==> config.mk <==
export PLATFORM = sky130hd
export DESIGN_NAME = sliced_seq_adder
export DESIGN_NICKNAME = d
export VERILOG_FILES = /design/src/rtl/sliced_seq_adder_pkg.sv /design/src/rtl/sliced_seq_adder_chunk_adder.sv /design/src/rtl/sliced_seq_adder.sv
export SDC_FILE = /design/constraint.sdc
export NUM_CORES = 1
export LEC_CHECK = 0
export BUFFER_PORTS_ARGS = -buffer_cell sky130_fd_sc_hd__buf_2
export CORE_ASPECT_RATIO = 1.75
export CORE_MARGIN = 2
export CORE_UTILIZATION = 35
export DETAILED_ROUTE_END_ITERATION = 8
export SLEW_MARGIN = 20
export SYNTH_ARGS = -nofsm -noshare
export SYNTH_HDL_FRONTEND = slang
export SYNTH_SLANG_ARGS = --single-unit
export TNS_END_PERCENT = 10
==> constraint.sdc <==
create_clock -name clk -period 4.6 [get_ports clk]
set_input_delay 0.69 -clock clk [delete_from_list [all_inputs] [get_ports clk]]
set_output_delay 0.69 -clock clk [all_outputs]
set_load 0.02 [all_outputs]
==> src/rtl/sliced_seq_adder_pkg.sv <==
// Shared definitions for the sliced sequential adder: FSM encoding and slice
// geometry helpers.
package sliced_seq_adder_pkg;

    typedef enum logic [1:0] {
        IDLE = 2'd0,
        RUN  = 2'd1,
        DONE = 2'd2
    } state_e;

    function automatic int nslice(input int width, input int chunk);
        return width / chunk;
    endfunction

    function automatic bit chunk_fits(input int width, input int chunk);
        return (chunk > 0) && (width >= chunk) && ((width % chunk) == 0);
    endfunction

endpackage

==> src/rtl/sliced_seq_adder_chunk_adder.sv <==
// CHUNK-bit ripple-carry slice built from full_adder cells; also exposes the
// carry into its MSB so the top can derive signed overflow.
module full_adder (
    input  logic a,
    input  logic b,
    input  logic ci,
    output logic s,
    output logic co
);
    assign s  = a ^ b ^ ci;
    assign co = (a & b) | (ci & (a ^ b));
endmodule

module chunk_adder #(
    parameter int CHUNK = 4
) (
    input  logic [CHUNK-1:0] a,
    input  logic [CHUNK-1:0] b,
    input  logic             ci,
    output logic [CHUNK-1:0] s,
    output logic             co,
    output logic             c_msb
);
    logic [CHUNK:0] c;

    assign c[0] = ci;

    for (genvar i = 0; i < CHUNK; i++) begin : g_fa
        full_adder u_fa (
            .a  (a[i]),
            .b  (b[i]),
            .ci (c[i]),
            .s  (s[i]),
            .co (c[i+1])
        );
    end

    assign co    = c[CHUNK];
    assign c_msb = c[CHUNK-1];
endmodule

==> src/rtl/sliced_seq_adder.sv <==
// Multi-cycle adder/subtractor: one CHUNK-bit slice is reused for NSLICE
// cycles, linked by a registered carry, behind valid/ready handshakes.
module sliced_seq_adder
    import sliced_seq_adder_pkg::*;
#(
    parameter int WIDTH = 16,
    parameter int CHUNK = 4
) (
    input  logic             clk,
    input  logic             rst_n,
    input  logic             in_valid,
    output logic             in_ready,
    input  logic [WIDTH-1:0] a,
    input  logic [WIDTH-1:0] b,
    input  logic             cin,
    input  logic             sub,
    output logic             out_valid,
    input  logic             out_ready,
    output logic [WIDTH:0]   sum,
    output logic             overflow
);
    localparam int NSLICE = nslice(WIDTH, CHUNK);
    localparam int IDX_W  = (NSLICE > 1) ? $clog2(NSLICE) : 1;
    localparam logic [IDX_W-1:0] LAST_IDX = IDX_W'(NSLICE - 1);

    if (!chunk_fits(WIDTH, CHUNK)) begin : g_chunk_check
        $error("sliced_seq_adder: WIDTH must be a positive multiple of CHUNK");
    end

    state_e           state_q, state_d;
    logic [WIDTH-1:0] a_q, a_d;
    logic [WIDTH-1:0] b_q, b_d;
    logic             carry_q, carry_d;
    logic [IDX_W-1:0] idx_q, idx_d;
    logic [WIDTH-1:0] result_q, result_d;
    logic [WIDTH:0]   sum_q, sum_d;
    logic             ovf_q, ovf_d;

    int               lo;
    logic [CHUNK-1:0] slice_a, slice_b, slice_s;
    logic             slice_co, slice_cmsb;

    assign lo      = int'(idx_q) * CHUNK;
    assign slice_a = a_q[lo +: CHUNK];
    assign slice_b = b_q[lo +: CHUNK];

    chunk_adder #(
        .CHUNK (CHUNK)
    ) u_chunk (
        .a     (slice_a),
        .b     (slice_b),
        .ci    (carry_q),
        .s     (slice_s),
        .co    (slice_co),
        .c_msb (slice_cmsb)
    );

    always_comb begin
        state_d   = state_q;
        a_d       = a_q;
        b_d       = b_q;
        carry_d   = carry_q;
        idx_d     = idx_q;
        result_d  = result_q;
        sum_d     = sum_q;
        ovf_d     = ovf_q;
        in_ready  = 1'b0;
        out_valid = 1'b0;
        unique case (state_q)
            IDLE: begin
                in_ready = 1'b1;
                if (in_valid) begin
                    // Subtraction is A + ~B + 1; cin is deliberately dropped.
                    a_d      = a;
                    b_d      = sub ? ~b : b;
                    carry_d  = sub ? 1'b1 : cin;
                    idx_d    = '0;
                    result_d = '0;
                    state_d  = RUN;
                end
            end
            RUN: begin
                result_d[lo +: CHUNK] = slice_s;
                carry_d = slice_co;
                idx_d   = idx_q + IDX_W'(1);
                if (idx_q == LAST_IDX) begin
                    sum_d   = {slice_co, result_d};
                    ovf_d   = slice_cmsb ^ slice_co;
                    idx_d   = '0;
                    state_d = DONE;
                end
            end
            DONE: begin
                out_valid = 1'b1;
                if (out_ready) begin
                    state_d = IDLE;
                end
            end
            default: state_d = IDLE;
        endcase
    end

    always_ff @(posedge clk or negedge rst_n) begin
        if (!rst_n) begin
            state_q  <= IDLE;
            a_q      <= '0;
            b_q      <= '0;
            carry_q  <= 1'b0;
            idx_q    <= '0;
            result_q <= '0;
            sum_q    <= '0;
            ovf_q    <= 1'b0;
        end else begin
            state_q  <= state_d;
            a_q      <= a_d;
            b_q      <= b_d;
            carry_q  <= carry_d;
            idx_q    <= idx_d;
            result_q <= result_d;
            sum_q    <= sum_d;
            ovf_q    <= ovf_d;
        end
    end

    assign sum      = sum_q;
    assign overflow = ovf_q;
endmodule

**Word-level counts from Yosys, hierarchy flattened**

Cells that the tools add are included.
W data, S select, Z words.

- Flip-flop bits (word level): 71
- Bits in latches: 0
- RAM bits: 0
- Bits in read-only memories: 0
- Input bits: 38
- Output and inout port bits: 20
- Logic and storage cells: 64
- Memories kept: 0

- $add $sub $neg: 2
- Multipliers: 0
- Divide/modulo/power cells: 0
- Order comparisons: 0
- Equality and inequality tests: 6
- Shifts and indexed selects: 4
- Muxes and demuxes: 16
- Bitwise operators: 22
- Reduce and logical (&&, ||, !) cells: 6

Operators by type and width:

| kind | count |
|---|---|
| $neg A4 Y33 | 1 |
| $shift A4 B33 Y16 const A | 1 |
| $shiftx A4 B33 Y16 | 1 |
| $mux W16 | 2 |
| $pmux W16 S2 | 1 |
| $shiftx A16 B5 Y4 | 2 |
| $bwmux W16 | 1 |
| $not A16 Y16 | 1 |
| $mux W2 | 5 |
| $xor A1 B1 Y1 | 9 |
| $and A1 B1 Y1 | 8 |
| $ne A2 B2 Y1 const B | 3 |
| $pmux W2 S3 | 1 |
| $reduce_and A2 Y1 | 3 |
| $eq A2 B2 Y1 const B | 2 |
| $mux W1 | 4 |
| $or A1 B1 Y1 | 4 |
| $pmux W2 S2 | 1 |
| $reduce_and A3 Y1 | 1 |
| $add A2 B1 Y2 const B | 1 |
| $eq A2 B1 Y1 const B | 1 |
| $logic_not A2 Y1 | 1 |
| $pmux W1 S2 | 1 |
| $reduce_bool A2 Y1 | 1 |

**Depth between registers and ports, before layout**

- Depth after elaboration: 12
- Depth in mapped cells: 14
- Depth with buffers taken out: 11

**Modules after synthesis**

From an unflattened synthesis, not the netlist that was laid out.

- Cell total of the unflattened synthesis: 291
- Area total of the unflattened synthesis: 3459.6 µm²

By module, submodules not included:

| module | instances | cells an instance | area an instance (µm²) | seq. area each (µm²) |
|---|---|---|---|---|
| sliced_seq_adder | 1 | 287 | 3379.5 | 1776.7 |
| full_adder | 4 | 1 | 20.0 | 0.0 |

**Worst setup path after synthesis**

Ideal clock, no wire load.

- Path kind: register to register
- From: reg idx_q[0]
- To: reg result_q[11]
- Setup time: 122 ps
- Arrival time: 2882 ps
- Data required time: 4478 ps
- Slack: 1596 ps
- Cell stages (with the launch flop): 14
- Path buffers: 3
- Period minus slack after synthesis: 3004 ps
- Path through: dfrtp_1 > buf_6 > buf_6 > mux4_2 > inv_1 > fa_1 > inv_1 > fa_1 > inv_1 > fa_1 > inv_1 > fa_1 > buf_2 > a32o_1

- Longest elaborated chain between the ends: 12
- Elaborated cells on any way between the ends: 24
- Those cells by class: 1 x add/sub; 4 x shift; 2 x mux; 17 x bitwise

RTL lines:

| item | line | source |
|---|---|---|
| from (decl) | sliced_seq_adder.sv:34 | `logic [IDX_W-1:0] idx_q, idx_d;` |
| from (signal assigned) | sliced_seq_adder.sv:118 | `idx_q <= idx_d;` |
| $shiftx A16 B5 Y4, on equally long branches | sliced_seq_adder.sv:44, sliced_seq_adder.sv:45 |  |
| $xor A1 B1 Y1 | sliced_seq_adder_chunk_adder.sv:10, sliced_seq_adder_chunk_adder.sv:11 |  |
| $and A1 B1 Y1 | sliced_seq_adder_chunk_adder.sv:11 | `assign co = (a & b) \| (ci & (a ^ b));` |
| $or A1 B1 Y1 | sliced_seq_adder_chunk_adder.sv:11 |  |
| $and A1 B1 Y1 | sliced_seq_adder_chunk_adder.sv:11 |  |
| $or A1 B1 Y1 | sliced_seq_adder_chunk_adder.sv:11 |  |
| $and A1 B1 Y1 | sliced_seq_adder_chunk_adder.sv:11 |  |
| $or A1 B1 Y1 | sliced_seq_adder_chunk_adder.sv:11 |  |
| $xor A1 B1 Y1 | sliced_seq_adder_chunk_adder.sv:10 | `assign s = a ^ b ^ ci;` |
| $shiftx A4 B33 Y16 | sliced_seq_adder.sv:83 | `result_d[lo +: CHUNK] = slice_s;` |
| $bwmux W16 (*) | sliced_seq_adder.sv:83 |  |
| $pmux W16 S2 (*) | sliced_seq_adder.sv:69 | `unique case (state_q)` |
| to (signal assigned) | sliced_seq_adder.sv:119 | `result_q <= result_d;` |
| to (decl) | sliced_seq_adder.sv:35 | `logic [WIDTH-1:0] result_q, result_d;` |

Mark *: on every way between the ends. The rest lies on a longest branch, timed or not.
A chain may end at the register's enable or synchronous reset.

**Worst setup path in the final report**

- From: reg idx_q[0]
- To: reg sum_q[15], in the netlist sum[15]

- Longest elaborated chain between the ends: 11
- Elaborated cells on any way between the ends: 25
- Those cells by class: 1 x add/sub; 1 x eq/ne; 4 x shift; 1 x mux; 17 x bitwise; 1 x reduce/logical

RTL lines:

| item | line | source |
|---|---|---|
| $shiftx A16 B5 Y4, on equally long branches | sliced_seq_adder.sv:44, sliced_seq_adder.sv:45 |  |
| $xor A1 B1 Y1 | sliced_seq_adder_chunk_adder.sv:10, sliced_seq_adder_chunk_adder.sv:11 |  |
| $and A1 B1 Y1 | sliced_seq_adder_chunk_adder.sv:11 |  |
| $or A1 B1 Y1 | sliced_seq_adder_chunk_adder.sv:11 |  |
| $and A1 B1 Y1 | sliced_seq_adder_chunk_adder.sv:11 |  |
| $or A1 B1 Y1 | sliced_seq_adder_chunk_adder.sv:11 |  |
| $and A1 B1 Y1 | sliced_seq_adder_chunk_adder.sv:11 |  |
| $or A1 B1 Y1 | sliced_seq_adder_chunk_adder.sv:11 |  |
| $xor A1 B1 Y1 | sliced_seq_adder_chunk_adder.sv:10 |  |
| $shiftx A4 B33 Y16 | sliced_seq_adder.sv:83 |  |
| $bwmux W16 | sliced_seq_adder.sv:83 |  |
| to (signal assigned) | sliced_seq_adder.sv:120 | `sum_q <= sum_d;` |
| to (decl) | sliced_seq_adder.sv:36 | `logic [WIDTH:0] sum_q, sum_d;` |

Several ways; a longest one is shown, not always the timed one.

==> results.txt <==
Number of remaining DRC errors - 0
HP Class - in -> async
Worst path max stage delay - 0.67 ns
Cell variety after synth - 33
Row count - 48
Die W - 79.5 um
Overall die area - 10800 um2
Clk_skew - 0.00685 ns
Fin crit period - 3.22 ns
Mapped Area - 3490 um2
Worst R2R Path Depth - 12
Synth Net Count - 349
Worst Setup SP - idx_q[0]
Die Height - 136 um
Clock tree sinks - 71
Design Area, Final - 4190 um2
Mux contribution to synthesized area - 0.110
Post-CTS Resized - 0
GPL Wtd Cong - 0.781
Worst r2r src - idx_q[0]
Global routing's busiest layer - met2
Yosys warns - 0
GRT Util Overall - 0.151
Placed Cells incl. Taps - 466
Worst path bufs/invs - 5
Root Driver - clkbuf_16
Share of the yosys chip area belonging to registers - 0.509
Port Buffer Count - 57
CTS hold repair buffers - 0
R2R Setup Slk - 1.38 ns
Total power - 3.59 mW
Final net count - 400
Startpoint types - register
Crit-path cells - buf_4 -> mux4_2 -> inv_1 -> fa_1 -> inv_1 -> fa_1 -> inv_1 -> fa_1 -> inv_1 -> fa_1 -> a21oi_1 -> a21oi_1
CTS tree - built
Period utilization - 0.700
Ant diodes - 0
Core ar. - 9790 um2
Pleak - 1.85 nW
Post-synth top flop - dfrtp_1
Critical-path maximum fanout - 16
Max VDD drop - 439 uV
Least-Margin Pin Slew - 0.726 ns
Total grt overflow - 0
Post-Synth Adder-Cell Area - 0.0444
RSZ-0062 raised after global routing - no
HPWL after DPL - 5.40 mm
Slowest cell on the critical path - fa_1
Crit path capture type - register
M2 GR Usage - 0.264
Synth Area in Compound Gates - 0.132
Setup TNS Final - 0 ns
Yosys reg bits - 71
1st-iter DRT viols - 151
Status - finished, final reports clean
Area of the multi-input gates - 1530 um2
Number of synthesized flops with an enable pin - 0
GR Util met3 - 0.0252
Crit Path Class - reg -> reg
IO Pins - 58
Effective utilization at floorplan - 0.357
Fmax - 310 MHz
Pin count of the biggest net entering global routing - 49
Syn Inst Count - 301
Drt first pass iters - 5
Setup WS pre-CTS - 1.37 ns
Max-cap violations - 0
CP arrival - 3.48 ns
Clk Latency, worst-skew pair - 0.33 ns
Number of cells on the critical path - 12
CTS Buffer Depth - 2
Largest family of logic cells by synthesized area - compound AO/OA/AOI/OAI gates
Wire length per cell - 15.2 um
Slew headroom - 0.516
FF-to-FF End - sum[15]
Critical path capture point - sum[15]
Drt total wl - 7.35 mm
Layout cells sized above 1 - 0.294
PD cells - 855 nW/um2
Initial antenna violation count - 0
Simple logic cell fraction of the synthesized area - 0.109
Worst-path clk slew - 0.06 ns
Storage cell area - 1780 um2
Setup WS post-layout - 1.38 ns
Post-CTS Setup Inserts - 0
Post-synthesis xor/xnor area fraction - 0.0427
Top delay family on crit path - adder cells
Global-route wire length before repair - 12.2 mm
H-tree levels - 3
Final hold viol count - 0
Number of buffers created by CTS - 9
Area post-placement - 3840 um2
Post-Syn Area per Cell - 11.6 um2
M1 GR Usage - 0.169
Vias in the first global route - 2491
Synth-to-layout area growth - 20.1%
Req. time, crit path - 4.86 ns
Asr flop ratio synth - 1.00
DRT antenna net count - 0
Vias per cell - 4.94
Vias - 2380
Slew Viols, Final - 0
Setup violators final - 0
Layout fillers - 935
Layout Cells excl Fill - 482
==> area by class of cell <==
type,count,area share
clock buffer,11,0.0579
sequential,71,0.424
multi-input combinational,194,0.366
inverter,13,0.0116
clock inverter,5,0.0251
timing repair buffer,63,0.0788
tap,125,0.0373
==> cell usage after synthesis (2+ instances only) <==
cell,number,share of area
mux4_2,8,0.052
fa_1,4,0.023
nor4bb_1,2,0.0057
ha_1,6,0.022
o21a_1,2,0.0043
xnor2_1,17,0.043
a21o_1,5,0.011
a22o_1,9,0.023
dfrtp_1,71,0.51
inv_1,13,0.014
a21oi_1,33,0.047
buf_4,4,0.0086
nor2_1,34,0.037
nor2b_1,10,0.018
buf_2,15,0.022
mux2_2,18,0.058
buf_6,2,0.0065
nand2_1,6,0.0065
o221ai_1,2,0.0050
a32o_1,8,0.023
nand2b_1,15,0.027
a31oi_1,6,0.011
==> how the worst min path moves through the flow <==
stage,startpoint,depth (start not counted),endpoint
after floorplan,rst_n,0,a_q[0]
after global placement,result_q[15],1,result_q[15]
after detailed placement,result_q[11],1,result_q[11]
after CTS,rst_n,1,a_q[11]
after global routing,rst_n,1,a_q[11]
final,rst_n,1,a_q[3]
==> cells in the final DEF (no fill, tap or decap), types with 2 or more instances in the layout <==
master and n:
bufinv_16 3, a31oi_1 6, fa_1 4, nor2b_1 10, a21oi_1 33, nand2b_1 15, nand2_1 6, a22o_1 9
nor2_1 34, inv_1 13, buf_2 57, ha_1 6, a32o_1 8, xnor2_1 17, mux4_2 8, clkinvlp_4 2
o21a_1 2, buf_4 6, clkbuf_16 9, o221ai_1 2, dfrtp_1 71, a21o_1 5, mux2_2 18, nor4bb_1 2
==> sequential cells by signal (all words and copies together) (netlist names) <==
register / count
a_q: 16
b_q: 16
carry_q: 1
idx_q: 2
overflow: 1
result_q: 16
state_q: 2
sum: 17
==> layer usage <==
metal	vias to the layer above	routed length, um
met5	-	0
met4	0	256
met3	16	243
met2	57	3990
met1	1160	2860
li1	1147	-
==> worst register-to-register path, stage by stage, from the launching register on <==
cell	delay, ns
dfrtp_1	0.40
buf_4	0.28
mux4_2	0.54
inv_1	0.08
fa_1	0.16
inv_1	0.05
fa_1	0.36
inv_1	0.08
fa_1	0.20
inv_1	0.06
fa_1	0.67
a21oi_1	0.11
a21oi_1	0.15
==> power by group <==
group          internal (mW)  switching, mW
Clock                  0.544          0.254
Sequential             0.908          0.192
Combinational          0.737          0.951
Total                   2.19           1.40
==> per-stage QoR <==
stage	hold slack (ns)	util
global route	0.458	0.428
CTS	0.430	0.428
global placement	0.466	0.393
floorplan	0.394	-
finish	0.409	0.428
detailed placement	0.474	0.393
==> logic make-up after synthesis <==
| kind of cell | count (synthesis) |
|---|---|
| AO/OA/AOI/OAI | 69 |
| buffers and inverters | 36 |
| adder cells (fa/ha/maj) | 10 |
| AND/OR/NAND/NOR | 72 |
| flip-flops | 71 |
| multiplexers | 26 |
| XOR/XNOR | 17 |
(Power assumes the default switching activity.)
